==> src/rtl/fpu_decode_pkg.sv <==
// Shared decode constants, operation enum, FSM encoding and decoded-command struct
// for the RV32F decode/issue stage.
package fpu_decode_pkg;

    localparam logic [6:0] OPC_OP_FP  = 7'b1010011;
    localparam logic [6:0] OPC_FMADD  = 7'b1000011;
    localparam logic [6:0] OPC_FMSUB  = 7'b1000111;
    localparam logic [6:0] OPC_FNMSUB = 7'b1001011;
    localparam logic [6:0] OPC_FNMADD = 7'b1001111;

    localparam logic [6:0] F7_FADD   = 7'b0000000;
    localparam logic [6:0] F7_FSUB   = 7'b0000100;
    localparam logic [6:0] F7_FMUL   = 7'b0001000;
    localparam logic [6:0] F7_FDIV   = 7'b0001100;
    localparam logic [6:0] F7_FSQRT  = 7'b0101100;
    localparam logic [6:0] F7_FSGNJ  = 7'b0010000;
    localparam logic [6:0] F7_FMINMX = 7'b0010100;
    localparam logic [6:0] F7_FCMP   = 7'b1010000;
    localparam logic [6:0] F7_FCLASS = 7'b1110000;

    // Word the fetch FSM emits after a restart; completes without touching the datapath.
    localparam logic [31:0] RESTART_WORD = 32'h0000_0010;

    typedef enum logic [4:0] {
        OP_NOP = 5'd0, OP_ADD, OP_SUB, OP_MUL, OP_DIV, OP_SQRT,
        OP_SGNJ, OP_SGNJN, OP_SGNJX, OP_MIN, OP_MAX,
        OP_EQ, OP_LT, OP_LE, OP_CLASS,
        OP_MADD, OP_MSUB, OP_NMSUB, OP_NMADD
    } op_sel_t;

    typedef enum logic [1:0] {
        ST_IDLE  = 2'd0,
        ST_ISSUE = 2'd1,
        ST_WAIT  = 2'd2,
        ST_DONE  = 2'd3
    } state_t;

    typedef struct packed {
        op_sel_t    op;
        logic       legal;
        logic       nop;
        logic       multi;
        logic [4:0] rs1;
        logic [4:0] rs2;
        logic [4:0] rs3;
        logic [4:0] rd;
        logic [2:0] rm;
    } dec_t;

    function automatic logic is_multi(input op_sel_t op);
        return op inside {OP_DIV, OP_SQRT, OP_MADD, OP_MSUB, OP_NMSUB, OP_NMADD};
    endfunction

endpackage

==> src/rtl/fpu_decode_issue_if.sv <==
// Fetch-side bus of the decode/issue stage: instruction and completion in,
// decoded command and handshake pulses out.
interface fpu_decode_issue_if;
    import fpu_decode_pkg::*;

    logic [31:0] Instruction_in;
    logic        Exec_Done;
    logic        Issue_Valid;
    op_sel_t     Op_Sel;
    logic [4:0]  Rs1;
    logic [4:0]  Rs2;
    logic [4:0]  Rs3;
    logic [4:0]  Rd;
    logic [2:0]  Rm;
    logic        Illegal_Instr;
    logic        Multi_Cycle;
    logic        Activation_Signal;
    logic        Timeout_Err;

    modport master (
        output Instruction_in, Exec_Done,
        input  Issue_Valid, Op_Sel, Rs1, Rs2, Rs3, Rd, Rm,
        input  Illegal_Instr, Multi_Cycle, Activation_Signal, Timeout_Err
    );

    modport slave (
        input  Instruction_in, Exec_Done,
        output Issue_Valid, Op_Sel, Rs1, Rs2, Rs3, Rd, Rm,
        output Illegal_Instr, Multi_Cycle, Activation_Signal, Timeout_Err
    );

endinterface

==> src/rtl/fpu_op_decoder.sv <==
// Combinational RV32F OP-FP / fused-op decoder: instruction word -> operation, legality,
// multi-cycle flag and register fields. Zero latency.
module fpu_op_decoder
    import fpu_decode_pkg::*;
(
    input  logic [31:0] instr,
    output dec_t        dec
);

    logic [6:0] opcode;
    logic [6:0] funct7;
    logic [2:0] rm;
    logic       rm_ok;

    assign opcode = instr[6:0];
    assign funct7 = instr[31:25];
    assign rm     = instr[14:12];
    assign rm_ok  = (rm != 3'b101) && (rm != 3'b110);

    always_comb begin
        dec     = '0;
        dec.op  = OP_NOP;
        dec.rd  = instr[11:7];
        dec.rs1 = instr[19:15];
        dec.rs2 = instr[24:20];
        dec.rm  = rm;
        if (instr == RESTART_WORD) begin
            dec.nop = 1'b1;
        end else if (opcode == OPC_OP_FP) begin
            case (funct7)
                F7_FADD:  begin dec.op = OP_ADD;  dec.legal = rm_ok; end
                F7_FSUB:  begin dec.op = OP_SUB;  dec.legal = rm_ok; end
                F7_FMUL:  begin dec.op = OP_MUL;  dec.legal = rm_ok; end
                F7_FDIV:  begin dec.op = OP_DIV;  dec.legal = rm_ok; end
                F7_FSQRT: begin dec.op = OP_SQRT; dec.legal = rm_ok && (instr[24:20] == 5'd0); end
                // For the non-rounding groups rm selects the sub-operation.
                F7_FSGNJ: begin
                    case (rm)
                        3'b000:  begin dec.op = OP_SGNJ;  dec.legal = 1'b1; end
                        3'b001:  begin dec.op = OP_SGNJN; dec.legal = 1'b1; end
                        3'b010:  begin dec.op = OP_SGNJX; dec.legal = 1'b1; end
                        default: ;
                    endcase
                end
                F7_FMINMX: begin
                    case (rm)
                        3'b000:  begin dec.op = OP_MIN; dec.legal = 1'b1; end
                        3'b001:  begin dec.op = OP_MAX; dec.legal = 1'b1; end
                        default: ;
                    endcase
                end
                F7_FCMP: begin
                    case (rm)
                        3'b000:  begin dec.op = OP_LE; dec.legal = 1'b1; end
                        3'b001:  begin dec.op = OP_LT; dec.legal = 1'b1; end
                        3'b010:  begin dec.op = OP_EQ; dec.legal = 1'b1; end
                        default: ;
                    endcase
                end
                F7_FCLASS: begin
                    if (rm == 3'b001) begin
                        dec.op    = OP_CLASS;
                        dec.legal = 1'b1;
                    end
                end
                default: ;
            endcase
        end else if (opcode inside {OPC_FMADD, OPC_FMSUB, OPC_FNMSUB, OPC_FNMADD}) begin
            dec.rs3   = instr[31:27];
            dec.legal = rm_ok && (instr[26:25] == 2'b00);
            case (opcode)
                OPC_FMADD:  dec.op = OP_MADD;
                OPC_FMSUB:  dec.op = OP_MSUB;
                OPC_FNMSUB: dec.op = OP_NMSUB;
                default:    dec.op = OP_NMADD;
            endcase
        end
        dec.multi = dec.legal && is_multi(dec.op);
    end

endmodule

==> src/rtl/fpu_decode_issue.sv <==
// Decode/issue stage: captures a fetched word in IDLE, pulses Issue_Valid/Illegal_Instr next
// cycle, waits (bounded) on Exec_Done for multi-cycle ops, then pulses Activation_Signal.
module fpu_decode_issue
    import fpu_decode_pkg::*;
#(
    parameter int TIMEOUT_CYCLES = 64
) (
    input  logic              clk,
    input  logic              rst,
    fpu_decode_issue_if.slave bus
);

    localparam int             CW       = $clog2(TIMEOUT_CYCLES);
    localparam logic [CW-1:0]  CNT_LAST = CW'(TIMEOUT_CYCLES - 1);

    state_t        state;
    state_t        state_nxt;
    dec_t          dec;
    dec_t          cmd_q;
    logic [CW-1:0] cnt;
    logic          timeout_q;
    logic          timeout_set;
    logic          capture;

    fpu_op_decoder u_dec (
        .instr (bus.Instruction_in),
        .dec   (dec)
    );

    assign capture = (state == ST_IDLE) && (bus.Instruction_in != 32'h0);

    always_ff @(posedge clk or posedge rst) begin
        if (rst) state <= ST_IDLE;
        else     state <= state_nxt;
    end

    always_comb begin
        state_nxt             = state;
        timeout_set           = 1'b0;
        bus.Issue_Valid       = 1'b0;
        bus.Illegal_Instr     = 1'b0;
        bus.Multi_Cycle       = 1'b0;
        bus.Activation_Signal = 1'b0;
        case (state)
            ST_IDLE: begin
                if (capture) state_nxt = ST_ISSUE;
            end
            ST_ISSUE: begin
                bus.Issue_Valid   = cmd_q.legal;
                bus.Illegal_Instr = !cmd_q.legal && !cmd_q.nop;
                // A datapath that finishes in the issue cycle skips WAIT entirely.
                state_nxt = (cmd_q.multi && !bus.Exec_Done) ? ST_WAIT : ST_DONE;
            end
            ST_WAIT: begin
                bus.Multi_Cycle = 1'b1;
                if (bus.Exec_Done) begin
                    state_nxt = ST_DONE;
                end else if (cnt == CNT_LAST) begin
                    timeout_set = 1'b1;
                    state_nxt   = ST_DONE;
                end
            end
            default: begin
                bus.Activation_Signal = 1'b1;
                state_nxt             = ST_IDLE;
            end
        endcase
    end

    always_ff @(posedge clk or posedge rst) begin
        if (rst)          cmd_q <= '0;
        else if (capture) cmd_q <= dec;
    end

    always_ff @(posedge clk or posedge rst) begin
        if (rst)                  cnt <= '0;
        else if (state == ST_WAIT) cnt <= cnt + CW'(1);
        else if (state == ST_DONE) cnt <= '0;
    end

    always_ff @(posedge clk or posedge rst) begin
        if (rst)              timeout_q <= 1'b0;
        else if (timeout_set) timeout_q <= 1'b1;
    end

    assign bus.Op_Sel      = cmd_q.op;
    assign bus.Rs1         = cmd_q.rs1;
    assign bus.Rs2         = cmd_q.rs2;
    assign bus.Rs3         = cmd_q.rs3;
    assign bus.Rd          = cmd_q.rd;
    assign bus.Rm          = cmd_q.rm;
    assign bus.Timeout_Err = timeout_q;

endmodule

==> src/flat_wrapper.sv <==
// flat-port wrapper written by rule: the top's interface ports become plain ports
module fpu_decode_issue_flat import fpu_decode_pkg::*;
#(
    parameter int TIMEOUT_CYCLES = 64
)
  (clk, rst, bus_Instruction_in, bus_Exec_Done, bus_Issue_Valid, bus_Op_Sel, bus_Rs1, bus_Rs2, bus_Rs3, bus_Rd, bus_Rm, bus_Illegal_Instr, bus_Multi_Cycle, bus_Activation_Signal, bus_Timeout_Err);
  fpu_decode_issue_if bus_i ();
  input  logic clk;
  input  logic rst;
  input wire logic [$bits(bus_i.Instruction_in)-1:0] bus_Instruction_in;
  input wire logic [$bits(bus_i.Exec_Done)-1:0] bus_Exec_Done;
  output wire logic [$bits(bus_i.Issue_Valid)-1:0] bus_Issue_Valid;
  output wire logic [$bits(bus_i.Op_Sel)-1:0] bus_Op_Sel;
  output wire logic [$bits(bus_i.Rs1)-1:0] bus_Rs1;
  output wire logic [$bits(bus_i.Rs2)-1:0] bus_Rs2;
  output wire logic [$bits(bus_i.Rs3)-1:0] bus_Rs3;
  output wire logic [$bits(bus_i.Rd)-1:0] bus_Rd;
  output wire logic [$bits(bus_i.Rm)-1:0] bus_Rm;
  output wire logic [$bits(bus_i.Illegal_Instr)-1:0] bus_Illegal_Instr;
  output wire logic [$bits(bus_i.Multi_Cycle)-1:0] bus_Multi_Cycle;
  output wire logic [$bits(bus_i.Activation_Signal)-1:0] bus_Activation_Signal;
  output wire logic [$bits(bus_i.Timeout_Err)-1:0] bus_Timeout_Err;
  assign bus_i.Instruction_in = bus_Instruction_in;
  assign bus_i.Exec_Done = bus_Exec_Done;
  assign bus_Issue_Valid = bus_i.Issue_Valid;
  assign bus_Op_Sel = bus_i.Op_Sel;
  assign bus_Rs1 = bus_i.Rs1;
  assign bus_Rs2 = bus_i.Rs2;
  assign bus_Rs3 = bus_i.Rs3;
  assign bus_Rd = bus_i.Rd;
  assign bus_Rm = bus_i.Rm;
  assign bus_Illegal_Instr = bus_i.Illegal_Instr;
  assign bus_Multi_Cycle = bus_i.Multi_Cycle;
  assign bus_Activation_Signal = bus_i.Activation_Signal;
  assign bus_Timeout_Err = bus_i.Timeout_Err;
  fpu_decode_issue #(.TIMEOUT_CYCLES(TIMEOUT_CYCLES)) u_core (.clk(clk), .rst(rst), .bus(bus_i));
endmodule
==> config.mk <==
export PLATFORM = sky130hd
export DESIGN_NAME = fpu_decode_issue_flat
export DESIGN_NICKNAME = d
export VERILOG_FILES = /design/src/rtl/fpu_decode_pkg.sv /design/src/rtl/fpu_decode_issue_if.sv /design/src/rtl/fpu_op_decoder.sv /design/src/rtl/fpu_decode_issue.sv /design/src/flat_wrapper.sv
export SDC_FILE = /design/constraint.sdc
export NUM_CORES = 1
export LEC_CHECK = 0
export ABC_AREA = 1
export CORE_ASPECT_RATIO = 0.7
export CORE_UTILIZATION = 44
export DETAILED_ROUTE_END_ITERATION = 10
export GPL_TIMING_DRIVEN = 0
export HOLD_SLACK_MARGIN = 0.06
export PLACE_DENSITY = 0.83
export SLEW_MARGIN = 10
export SYNTH_ARGS = -nofsm -noshare
export SYNTH_HDL_FRONTEND = slang
export SYNTH_SLANG_ARGS = --single-unit
==> constraint.sdc <==
create_clock -name clk -period 1.3 [get_ports clk]
set_input_delay 0.26 -clock clk [delete_from_list [all_inputs] [get_ports clk]]
set_output_delay 0.26 -clock clk [all_outputs]
set_load 0.01 [all_outputs]
; ---- Word level (Yosys, flattened, before mapping)
; Index checks and enable logic that the tools add are counted.
[totals]
ff_bits = 40
in_bits = 35
out_inout_bits = 33
wordCells = 91
[op_classes]
addsub = 1
n_eq_ne = 30
muxes = 27
reduce_logical = 21
[op_table]
columns = cell, count
row1 = equality test 7 bit (second input constant), 7
row2 = case mux 5 bit (3 select lines), 3
row3 = case mux 5 bit (9 select lines), 1
row4 = equality test 32 x 5 -> 1 bit (second input constant), 1
row5 = nonzero test 32 bit, 1
row6 = two-way mux 6 bit, 5
row7 = two-way mux 5 bit, 4
row8 = equality test 5 bit (second input constant), 3
row9 = equality test 7 x 4 -> 1 bit (second input constant), 2
row10 = equality test 7 x 5 -> 1 bit (second input constant), 2
row11 = equality test 5 x 3 -> 1 bit (second input constant), 2
row12 = case mux 5 bit (2 select lines), 1
row13 = two-way mux 1 bit, 9
row14 = equality test 7 x 3 -> 1 bit (second input constant), 1
row15 = equality test 7 x 6 -> 1 bit (second input constant), 1
row16 = logical AND 1 bit, 7
row17 = logical NOT 7 bit, 1
row18 = adder 6 x 1 -> 6 bit (second input constant), 1
row19 = equality test 6 bit (second input constant), 1
row20 = two-way mux 2 bit, 3
row21 = inequality test 3 bit (second input constant), 2
row22 = case mux 2 bit (3 select lines), 1
row23 = nonzero test 6 bit, 1
row24 = equality test 5 x 4 -> 1 bit (second input constant), 1
row25 = other kinds (14), 18

; ---- Depth between registers and ports, before layout
[depth]
ltp_word = 9
depth_mapped = 14
depth_no_buf = 14

; ---- Hierarchy
; A second synthesis with hierarchy kept.
[unflattened]
hier_cells = 416
hier_area_um2 = 2885.3
[by_module_without_submodules]
columns = module, instances, cells_per_inst, area_each_um2, seq_area_each_um2
row1 = fpu_decode_issue, 1, 259, 2095.8, 1001.0
row2 = fpu_op_decoder, 1, 157, 789.5, 0.0

; ---- Worst setup path after synthesis
; Ideal clock, no wire load.
[synth_timing]
path_type = input to register
start = input port bus_Instruction_in[26]
end = register u_core.cmd_q (netlist bit u_core.bus.Rm[1])
setup_ns = 0.123
arrival_ns = 1.256
required_ns = 1.177
path_slack_ns = -0.078
cell_stages = 8
n_path_buf = 1
cell_sequence = nor2_4 -> nor3b_1 -> nand4_1 -> nor2_2 -> nor2_4 -> inv_8 -> buf_6 -> o21ai_1
[synth_between]
elab_chain_cells = 2
[synth_lines]
columns = element, line_no
row1 = "start, declared", flat_wrapper.sv:10  ; input wire logic [$bits(bus_i.Instruction_in)-1:0] bus_Instruction_in;
row2 = nonzero test 32 bit, fpu_decode_issue.sv:30  ; assign capture = (state == ST_IDLE) && (bus.Instruction_in != 32'h0);
row3 = logical AND 1 bit, fpu_decode_issue.sv:30
row4 = "end signal, assigned", fpu_decode_issue.sv:71  ; if (rst) cmd_q <= '0;
row5 = "end signal, assigned", fpu_decode_issue.sv:72  ; else if (capture) cmd_q <= dec;
row6 = "end, declared", fpu_decode_issue.sv:19  ; dec_t cmd_q;
; Every way passes these cells.
; A chain may end at the register's enable or synchronous reset.

; ---- Worst setup path in the final report
[layout_timing]
start = input port bus_Instruction_in[23]
end = register u_core.cmd_q (netlist bit u_core.bus.Rs3[3])
[layout_between]
elab_chain_cells = 2
word_cells_on_any_way = 4
cone_classes = eq/ne: 1 / mux: 1 / reduce/logical: 2
[layout_lines]
columns = element, line_no
row1 = equality test 32 x 5 -> 1 bit / nonzero test 32 bit (equally long branches), "fpu_op_decoder.sv:27, fpu_decode_issue.sv:30"
row2 = two-way mux 5 bit / logical AND 1 bit (equally long branches), "fpu_op_decoder.sv:27, fpu_decode_issue.sv:30"
; Parallel ways exist; a longest one is shown, timed or not.

==> metrics.yaml <==
period_minus_slack_ps: 1640
ios: 68
dp_hpwl_mm: 4.70
p_leak_uw: 0.00231
drc: 0
finalMaxSlewViolations: 0
violations: "negative setup slack"
final_cells: 559
critPathSlowestCell: "clkdlybuf4s15_1"
numCtsBuffers: 5
synth-seq-cells: 40
required_ps: 1490
holdCritPathClass: "in -> async"
cts_hold_buf: 0
crit_chain: "clkdlybuf4s15_1 > nor2_2 > nand2_2 > nor2_4 > nand4_1 > nor2_2 > nor2_4 > buf_4 > buf_4 > nand3_2 > nand2_1"
max_stage_delay_ps: 220
grt_max_degree: 32
peakVddDrop_mv: 0.982
fmax_ghz: 0.611
synth_nets: 371
vias: 3252
crit_path_end_kind: "flip-flop"
yosysWarnings: 0
rrSetupSlack_ps: -320
p_clk_frac: 0.106
dr.first_iter.drc_count: 438
grt_use_total: 0.331
die-area_sq_um: 5960
cts_tree: "yes"
synth_edf_count: 0
place_inst: 471
power.share.switching: 0.430
dr.pass1.iters: 6
drive_above_1_share: 0.622
power_switching_uw: 3540
grt_pass1_wl_mm: 14.9
gp_congestion: 0.836
grt_pass1_vias: 3033
critPathLaunchType: "input pin"
seq_area_sq_um: 1000
worstSetupPathType: "in -> reg"
internal_power_uw: 4680
cts_buffer_depth: 2
tritoncts_num_sinks: 40
multi_input_comb_area_sq_um: 1530
timing.final.ws_setup_ps: -337
die_width_microns: 91.8
reg2reg_from: "u_core.state[0]"
skew_ps: 9.76
hold_slack_ps: 197
antenna_found_initial: 0
ys_async_sr_fraction: 1.00
clk-insertion-delay-late_ps: 310
wl_mm: 11.6
arrival_ps: 1830
initial_core_util: 0.466
p_per_area_nw_per_um2: 1890
synth_cell_types: 28
setup_viol: 44
power.total_uw: 8220
cts-root-buf: "clkbuf_8"
row_count: 22
maxSlewHeadroom: 0.728
status: "complete, but fails checks"
nFillCells: 285
area_growth_pct: 75.0
grt_overflow: 0
synthesis.area_sq_um: 2490
fin_util: 0.815
ant_nets: 0
synthCells: 331
power_frac_comb: 0.653
wl_per_cell_microns: 20.7
ys_dominant_reg_cell: "dfrtp_1"
fin_nets: 527
viasPerCell: 5.82
insertedDiodeCount: 0
hold_viol: 0
fin_tns_setup_ps: -10630
core_area_sq_um: 5340
chipHeight_microns: 64.9
grt_setup_unrepaired: "yes"
critical_path.top_delay_family: "simple AND/OR/NAND/NOR gates"
tightest_slew_ps: 405
critical_path_peak_fanout: 3
min_period_over_period: 1.26
cap_violations: 0
reg2reg_to: "u_core.bus.Op_Sel[3]"
seq_area_frac_synth: 0.403
path_clk_slew_ps: 90
seq_power_share: 0.241
io_buffers: 67
synth_area_per_cell_sq_um: 7.51
critPathBufInv: 3
htreeDepth: 2
r2r_cells: 10
## area by class of cell
cell class | instances | share of cell area
inverter | 43 | 0.0405
multi-input combinational | 215 | 0.352
tap | 72 | 0.0207
sequential | 40 | 0.230
buffer | 29 | 0.0518
timing repair buffer | 153 | 0.286
clock inverter | 2 | 0.00288
clock buffer | 5 | 0.0158
## Yosys cell counts, types with 2 or more instances
| cell type | count | area [sq um] |
|---|---|---|
| a21oi_1 | 6 | 30.0 |
| a31o_2 | 2 | 17.5 |
| buf_4 | 28 | 210 |
| buf_6 | 3 | 33.8 |
| dfrtp_1 | 40 | 1000 |
| ha_1 | 5 | 62.6 |
| inv_1 | 42 | 158 |
| nand2_1 | 108 | 405 |
| nand3_1 | 19 | 95.1 |
| nand4_1 | 9 | 56.3 |
| nor2_1 | 28 | 105 |
| nor2_2 | 2 | 12.5 |
| nor2_4 | 2 | 22.5 |
| o21ai_0 | 11 | 55.1 |
| o21ai_1 | 4 | 20.0 |
| o21ai_2 | 10 | 87.6 |
## per-stage QoR
stage / setup slack, ps / area [sq um]
2_1_floorplan: -43.3 / 2540
3_3_place_gp: -814 / 3310
3_5_place_dp: -892 / 3330
6_report: -337 / 4350
5_1_grt: -396 / 4350
4_1_cts: -199 / 4210
## registers in the layout, indices dropped and copies added, names as in the netlist
name                    cells
u_core.state                2
u_core.cmd_q                3
u_core.bus.Rs1              5
u_core.bus.Op_Sel           5
u_core.bus.Rm               3
u_core.bus.Rs2              5
u_core.cnt                  6
u_core.bus.Rs3              5
u_core.bus.Timeout_Err      1
u_core.bus.Rd               5
## how the worst max path moves through the flow
stage,start,end,slack (ps),cells after the start
after global placement,bus_Instruction_in[14],u_core.bus.Rd[0],-810,11
after floorplan,bus_Instruction_in[26],u_core.cmd_q[24],-40,9
final,bus_Instruction_in[23],u_core.bus.Rs3[3],-340,11
after detailed placement,bus_Instruction_in[14],u_core.bus.Rd[0],-890,11
after global routing,bus_Instruction_in[30],u_core.bus.Rs3[3],-400,11
after CTS,u_core.state[0],u_core.bus.Rd[1],-200,10
## power groups by stage
stage / Sequential [uW] / Clock [uW] / Combinational (uW)
2_1_floorplan: 1840 / 0 / 1950
3_5_place_dp: 1910 / 0 / 3040
5_1_grt: 1990 / 913 / 5550
6_report: 1980 / 874 / 5370
4_1_cts: 1870 / 806 / 4570
3_3_place_gp: 1890 / 0 / 2950
## layout by cell type (no fill, tap or decap), types with 2 or more instances in the layout
cell / count
a31o_2: 2
nand2_4: 17
nor2_1: 11
buf_8: 4
buf_6: 13
buf_12: 4
clkdlybuf4s50_1: 2
buf_4: 97
dfrtp_1: 40
o21ai_2: 17
nand3_1: 11
nand2_2: 37
nor2_4: 7
nor2_2: 14
clkdlybuf4s15_1: 7
o21ai_4: 2
inv_2: 20
inv_1: 20
ha_4: 4
a21oi_1: 4
clkbuf_8: 5
o21ai_1: 5
nand3_2: 6
buf_2: 8
clkbuf_2: 29
a21oi_2: 2
clkdlybuf4s15_2: 2
dlygate4sd2_1: 15
nand3_4: 2
nand2_1: 54
nand4_1: 9
## routing by layer
| metal | part of all wire | vias up | GRT usage | routed length, microns |
|---|---|---|---|---|
| li1 | - | 1336 | - | - |
| met1 | 0.36 | 1488 | 0.390 | 4150 |
| met2 | 0.46 | 321 | 0.563 | 5280 |
| met3 | 0.11 | 107 | 0.0904 | 1330 |
| met4 | 0.071 | 0 | 0.156 | 816 |
| met5 | 0 | - | 0 | 0 |
## repair_timing
action	CTS	global route
buffers inserted	64	22
gates resized for setup	234	111
pin swaps	35	22
endpoints found under the setup margin	69	69
gates cloned	3	0
hold endpoints to repair	0	0
## logic make-up (layout without fill, tap and decap cells)
family | after synthesis | after routing | synth area share
adder cells (fa/ha/maj) | 5 | 5 | 0.0252
AND/OR/NAND/NOR | 173 | 173 | 0.300
flip-flops | 40 | 40 | 0.403
buffers and inverters | 76 | 232 | 0.174
AO/OA/AOI/OAI | 37 | 37 | 0.0976
## worst reg2reg max path, stage by stage (launching register included)
cell and delay, ps:
dfrtp_1 430, buf_6 150, inv_6 60, ha_4 140
inv_4 40, nor2_4 190, inv_8 100, buf_12 150
buf_16 140, nand2_4 60, nand2_2 50
(Power assumes the default switching activity.)
